<file path="config.mk">
export PLATFORM = sky130hd
export DESIGN_NAME = multicycle_control
export DESIGN_NICKNAME = d
export VERILOG_FILES = /design/src/rtl/multicycle_control.sv
export SDC_FILE = /design/constraint.sdc
export NUM_CORES = 1
export LEC_CHECK = 0
export ABC_CLOCK_PERIOD_IN_PS = 3800
export BUFFER_PORTS_ARGS = -buffer_cell sky130_fd_sc_hd__buf_4
export CORE_MARGIN = 2
export CORE_UTILIZATION = 34
export CTS_BUF_LIST = sky130_fd_sc_hd__clkbuf_4
export DETAILED_ROUTE_END_ITERATION = 8
export REMOVE_ABC_BUFFERS = 1
export SYNTH_ARGS = -nofsm -noshare
export SYNTH_HDL_FRONTEND = slang
export SYNTH_SLANG_ARGS = --single-unit
</file>
<file path="constraint.sdc">
create_clock -name clk -period 3.8 [get_ports clk]
set_input_delay 0.38 -clock clk [delete_from_list [all_inputs] [get_ports clk]]
set_output_delay 0.38 -clock clk [all_outputs]
set_load 0.02 [all_outputs]
</file>
<file path="src/rtl/multicycle_control.sv">
// Multicycle MIPS main-control FSM: sequences fetch/decode/execute/memory/write-back
// and waits on a req/ack memory handshake so memory latency may vary.
module multicycle_control #(
  parameter int OPW     = 6,
  parameter int ALUOP_W = 3,
  parameter bit HAS_JAL = 1'b1
) (
  input  logic               clk,
  input  logic               reset_n,
  input  logic [OPW-1:0]     opcode,
  input  logic               mem_ack,
  output logic               pc_write,
  output logic               pc_write_cond,
  output logic               branch_ne,
  output logic [1:0]         pc_src,
  output logic               i_or_d,
  output logic               mem_read,
  output logic               mem_write,
  output logic               ir_write,
  output logic               mem_to_reg,
  output logic [1:0]         reg_dst,
  output logic               reg_write,
  output logic               alu_src_a,
  output logic [1:0]         alu_src_b,
  output logic [ALUOP_W-1:0] alu_op,
  output logic               illegal,
  output logic [3:0]         state_o
);

  typedef enum logic [3:0] {
    FETCH  = 4'd0,  DECODE = 4'd1,  MEMADR = 4'd2,  MEMRD = 4'd3,
    MEMWB  = 4'd4,  MEMWR  = 4'd5,  REXEC  = 4'd6,  RWB   = 4'd7,
    BRANCH = 4'd8,  IEXEC  = 4'd9,  IWB    = 4'd10, JUMP  = 4'd11,
    JAL    = 4'd12
  } state_t;

  localparam logic [OPW-1:0] OP_RTYPE = OPW'(6'b000000);
  localparam logic [OPW-1:0] OP_J     = OPW'(6'b000010);
  localparam logic [OPW-1:0] OP_JAL   = OPW'(6'b000011);
  localparam logic [OPW-1:0] OP_BEQ   = OPW'(6'b000100);
  localparam logic [OPW-1:0] OP_BNE   = OPW'(6'b000101);
  localparam logic [OPW-1:0] OP_ADDI  = OPW'(6'b001000);
  localparam logic [OPW-1:0] OP_ADDIU = OPW'(6'b001001);
  localparam logic [OPW-1:0] OP_SLTI  = OPW'(6'b001010);
  localparam logic [OPW-1:0] OP_SLTIU = OPW'(6'b001011);
  localparam logic [OPW-1:0] OP_ANDI  = OPW'(6'b001100);
  localparam logic [OPW-1:0] OP_ORI   = OPW'(6'b001101);
  localparam logic [OPW-1:0] OP_LUI   = OPW'(6'b001111);

  localparam logic [3*OPW-1:0] LOAD_OPS  = {OPW'(6'b100101), OPW'(6'b100100), OPW'(6'b100011)};
  localparam logic [3*OPW-1:0] STORE_OPS = {OPW'(6'b101001), OPW'(6'b101000), OPW'(6'b101011)};

  localparam logic [ALUOP_W-1:0] ALU_ADD   = ALUOP_W'(3'b000);
  localparam logic [ALUOP_W-1:0] ALU_SUB   = ALUOP_W'(3'b001);
  localparam logic [ALUOP_W-1:0] ALU_FUNCT = ALUOP_W'(3'b010);
  localparam logic [ALUOP_W-1:0] ALU_AND   = ALUOP_W'(3'b011);
  localparam logic [ALUOP_W-1:0] ALU_OR    = ALUOP_W'(3'b100);
  localparam logic [ALUOP_W-1:0] ALU_SLT   = ALUOP_W'(3'b101);
  localparam logic [ALUOP_W-1:0] ALU_SLTU  = ALUOP_W'(3'b110);
  localparam logic [ALUOP_W-1:0] ALU_LUI   = ALUOP_W'(3'b111);

  state_t               state_reg;
  logic                 is_store_reg;
  logic                 is_bne_reg;
  logic [ALUOP_W-1:0]   imm_op_reg;

  logic [2:0]           load_hit;
  logic [2:0]           store_hit;
  state_t               dec_next;
  logic                 dec_store;
  logic                 dec_legal;
  logic [ALUOP_W-1:0]   dec_imm_op;

  for (genvar gi = 0; gi < 3; gi++) begin : g_memop
    assign load_hit[gi]  = (opcode == LOAD_OPS[gi*OPW +: OPW]);
    assign store_hit[gi] = (opcode == STORE_OPS[gi*OPW +: OPW]);
  end

  always_comb begin
    dec_next   = FETCH;
    dec_store  = 1'b0;
    dec_legal  = 1'b1;
    dec_imm_op = ALU_ADD;
    case (opcode)
      OP_RTYPE:          dec_next = REXEC;
      OP_BEQ, OP_BNE:    dec_next = BRANCH;
      OP_ADDI, OP_ADDIU: dec_next = IEXEC;
      OP_ANDI:  begin dec_next = IEXEC; dec_imm_op = ALU_AND;  end
      OP_ORI:   begin dec_next = IEXEC; dec_imm_op = ALU_OR;   end
      OP_SLTI:  begin dec_next = IEXEC; dec_imm_op = ALU_SLT;  end
      OP_SLTIU: begin dec_next = IEXEC; dec_imm_op = ALU_SLTU; end
      OP_LUI:   begin dec_next = IEXEC; dec_imm_op = ALU_LUI;  end
      OP_J:              dec_next = JUMP;
      OP_JAL: begin
        if (HAS_JAL) dec_next  = JAL;
        else         dec_legal = 1'b0;
      end
      default: begin
        if (|load_hit) begin
          dec_next = MEMADR;
        end else if (|store_hit) begin
          dec_next  = MEMADR;
          dec_store = 1'b1;
        end else begin
          dec_legal = 1'b0;
        end
      end
    endcase
  end

  // Opcode class is captured in DECODE so later states do not depend on the IR staying put.
  always_ff @(posedge clk or negedge reset_n) begin
    if (!reset_n) begin
      state_reg    <= FETCH;
      is_store_reg <= 1'b0;
      is_bne_reg   <= 1'b0;
      imm_op_reg   <= ALU_ADD;
    end else begin
      case (state_reg)
        FETCH:  if (mem_ack) state_reg <= DECODE;
        DECODE: begin
          state_reg    <= dec_next;
          is_store_reg <= dec_store;
          is_bne_reg   <= (opcode == OP_BNE);
          imm_op_reg   <= dec_imm_op;
        end
        MEMADR: state_reg <= is_store_reg ? MEMWR : MEMRD;
        MEMRD:  if (mem_ack) state_reg <= MEMWB;
        MEMWR:  if (mem_ack) state_reg <= FETCH;
        REXEC:  state_reg <= RWB;
        IEXEC:  state_reg <= IWB;
        default: state_reg <= FETCH;
      endcase
    end
  end

  always_comb begin
    pc_write      = 1'b0;
    pc_write_cond = 1'b0;
    branch_ne     = 1'b0;
    pc_src        = 2'd0;
    i_or_d        = 1'b0;
    mem_read      = 1'b0;
    mem_write     = 1'b0;
    ir_write      = 1'b0;
    mem_to_reg    = 1'b0;
    reg_dst       = 2'd0;
    reg_write     = 1'b0;
    alu_src_a     = 1'b0;
    alu_src_b     = 2'd0;
    alu_op        = ALU_ADD;
    illegal       = 1'b0;
    case (state_reg)
      FETCH: begin
        mem_read  = 1'b1;
        alu_src_b = 2'd1;
        ir_write  = mem_ack;
        pc_write  = mem_ack;
      end
      DECODE: begin
        alu_src_b = 2'd3;
        illegal   = ~dec_legal;
      end
      MEMADR: begin
        alu_src_a = 1'b1;
        alu_src_b = 2'd2;
      end
      MEMRD: begin
        mem_read = 1'b1;
        i_or_d   = 1'b1;
      end
      MEMWB: begin
        reg_write  = 1'b1;
        mem_to_reg = 1'b1;
      end
      MEMWR: begin
        mem_write = 1'b1;
        i_or_d    = 1'b1;
      end
      REXEC: begin
        alu_src_a = 1'b1;
        alu_op    = ALU_FUNCT;
      end
      RWB: begin
        reg_write = 1'b1;
        reg_dst   = 2'd1;
      end
      BRANCH: begin
        alu_src_a     = 1'b1;
        alu_op        = ALU_SUB;
        pc_write_cond = 1'b1;
        pc_src        = 2'd1;
        branch_ne     = is_bne_reg;
      end
      IEXEC: begin
        alu_src_a = 1'b1;
        alu_src_b = 2'd2;
        alu_op    = imm_op_reg;
      end
      IWB: reg_write = 1'b1;
      JUMP: begin
        pc_write = 1'b1;
        pc_src   = 2'd2;
      end
      JAL: begin
        pc_write  = 1'b1;
        pc_src    = 2'd2;
        reg_write = 1'b1;
        reg_dst   = 2'd2;
      end
      default: ;
    endcase
    // Outputs must fall the instant reset asserts, not at the next edge.
    if (!reset_n) begin
      pc_write      = 1'b0;
      pc_write_cond = 1'b0;
      branch_ne     = 1'b0;
      pc_src        = 2'd0;
      i_or_d        = 1'b0;
      mem_read      = 1'b0;
      mem_write     = 1'b0;
      ir_write      = 1'b0;
      mem_to_reg    = 1'b0;
      reg_dst       = 2'd0;
      reg_write     = 1'b0;
      alu_src_a     = 1'b0;
      alu_src_b     = 2'd0;
      alu_op        = ALU_ADD;
      illegal       = 1'b0;
    end
  end

  assign state_o = state_reg;

endmodule

</file>
==> results.cfg <==
[min_path]
min_to = state_o[1]
min_path_cells = 2
min-delay-start = opcode[4]
min_path_type = primary input to flop

[global_route]
gr-usage-all-layers_pct = 16.6
grt_pass1_vias = 924
grt_max_degree = 24
grt_pass1_wl_um = 4290
gr-total-overflow = 0
antenna_found_initial = 0

[yosys]
synth-compound-area-share_pct = 25.5
synth_cells = 136
ys_ff_latch = 9
synthMuxAreaShare_pct = 1.05
synthArstFlopShare_pct = 100
synth_seq_area_share_pct = 23.7
synth_edf_count = 0
synth-adder-area-share_pct = 0
syn_area_sq_um = 951
synthFlopType = dfrtp_1
ys_types = 44
yosys.area_share.simple_pct = 37.4
yosys.area.top_type_share_pct = 23.7
synth_top_family_by_area = simple AND/OR/NAND/NOR gates
synth.avg_cell_area_sq_um = 6.99
post_synth_xor_area_fraction_pct = 1.84
ys_top_cells_by_area = dfrtp_1 (24%), nand2_1 (8.7%), nor2_1 (5.9%), buf_4 (3.9%), o21ai_1 (3.2%)
synth_warnings = 0
synth_area_leader_cell = dfrtp_1

[placed_design]
portBuffers = 32
dp.cells = 186
gp_congestion = 0.874
post-dp-hpwl_um = 1950

[power]
power.density_nw_per_um2 = 562
peakVddDrop_uv = 279
p_leak_nw = 0.552

[clocking]
cts_sinks = 9
root_buffer = clkbuf_4
clk_latency_ns = 0.26
clk_pin_slew_worst_paths_ns = 0.06
htreeDepth = 1
cts-buffers-inserted = 3
clockBufferDepth = 2
cts_tree = done
post_cts_resized = 0

[sta]
drv_slew = 0
tns_ns = 0
clock.fmax_mhz = 403
fin_crit_ns = 2.48
setup_viol = 0
rsz0062_at_grt = false
whs_ns = 0.350
worstMarginPinSlew_ns = 0.619
hold_viol = 0
relSlewSlack_pct = 58.7
fin_crit_sh_pct = 65.2
fin_skew_ns = 0.00267

[critical_path]
r2r-start = state_o[0]
r2r-end = state_o[1]
reg2reg_depth = 3
cp_max_fo = 14
endpoint_kind = output pin
cp.arrival_ns = 2.10
crit_required_ns = 3.42
reg2reg_setup_slack_ns = 1.86
start_kind = flop
worstSetupPathType = flop to output pin

[floorplanning]
dieArea_sq_um = 3240
fp-row-count = 19
die_h_um = 56.9
core_area_sq_um = 2710
io_pins = 33
initial_core_util_pct = 35.1
dieWidth_um = 56.9

[layout]
mostFrequentLayoutCell = buf_4
final_cell_mix = buf_4 (32), nand2_1 (22), nor2_1 (15)
synthToLayoutAreaGrowth_pct = 25.0
fin_nets = 170
antenna_cells = 0
multi_input_area_sq_um = 626
fin_cells = 191
largest_reg_flops = 4
n_fill_cell = 300
regArea_sq_um = 225
final_layout_size_suffix_gt1_share_pct = 26.3

[drt]
ant_nets = 0
routedWlPerCell_um = 13.8
dr.pass1.iters = 4
drt_first_iter_violations = 32
routed_wl_um = 2630
drc = 0
vias = 1079
vias_per_cell = 5.65

[flow_run]
max-cap-violations = 0

[run_status]
status = finished, final reports clean
power by group:
| part | internal (mW) | switching, mW | total (mW) |
|---|---|---|---|
| Combinational | 0.165 | 0.238 | 0.402 |
| Sequential | 0.121 | 0.0654 | 0.186 |
| Clock | 0.0475 | 0.0324 | 0.0800 |
| Total | 0.333 | 0.335 | 0.668 |
what timing repair did:
action,4_1_cts,5_1_grt
hold endpoints to repair,9,0
buffers inserted,0,0
hold buffers,1,0
layer usage:
layer  global-route usage, %  vias up  part of all wire (%)
met5                       0        -                     0
met4                    4.98        0                  0.53
met3                    3.23        2                   6.4
met2                    27.4       39                    48
met1                    21.7      505                    45
li1                        -      533                     -
per-stage QoR:
stage | setup WS (ns) | total power [mW] | area (sq um) | utilization [%]
after floorplan | 1.59 | 0.439 | 870 | -
after global placement | 1.68 | 0.583 | 1150 | 42.4
after detailed placement | 1.61 | 0.591 | 1150 | 42.4
after CTS | 1.31 | 0.676 | 1190 | 43.9
after global routing | 1.11 | 0.726 | 1190 | 43.9
final | 1.32 | 0.668 | 1190 | 43.9
final cells by class:
type                       count  share of cell area [%]
clock buffer                   4                    2.53
multi-input combinational    109                    52.6
inverter                       5                    1.58
timing repair buffer          33                    21.1
sequential                     9                    18.9
tap                           31                    3.26
synthesized netlist by cell type (all sizes together) (2+ instances only):
| master | n |
|---|---|
| and2 | 3 |
| a32oi | 2 |
| buf | 11 |
| o21a | 3 |
| nand2 | 24 |
| nor4b | 3 |
| and4 | 2 |
| a31oi | 2 |
| nor2b | 3 |
| nor2 | 16 |
| inv | 5 |
| a21oi | 4 |
| o31ai | 4 |
| nand2b | 3 |
| o21ai | 11 |
| dfrtp | 9 |
| nor3 | 4 |
| nand3 | 4 |
| clkbuf | 2 |
| and3 | 3 |
cells by family (layout without fill, tap and decap cells):
logic type      count (synthesis)  in the layout
simple gates                   70             70
compound gates                 36             36
buf+inv                        18             42
flops                           9              9
xor+xnor                        2              2
mux                             1              1
worst max-delay path by stage:
stage	start	cells past startpoint	slack, ns	to
after global placement	state_o[1]	5	1.68	illegal
after floorplan	state_o[2]	4	1.59	branch_ne
after detailed placement	state_o[0]	5	1.61	illegal
final	state_o[0]	5	1.32	illegal
after CTS	state_o[0]	5	1.31	illegal
after global routing	state_o[0]	5	1.11	illegal
worst max-delay path, stage by stage (launching register included):
cell	delay (ns)
dfrtp_1	0.57
nor2b_1	0.57
nand2_2	0.28
inv_1	0.10
and4_1	0.19
buf_4	0.14
(Power assumes the default switching activity.)
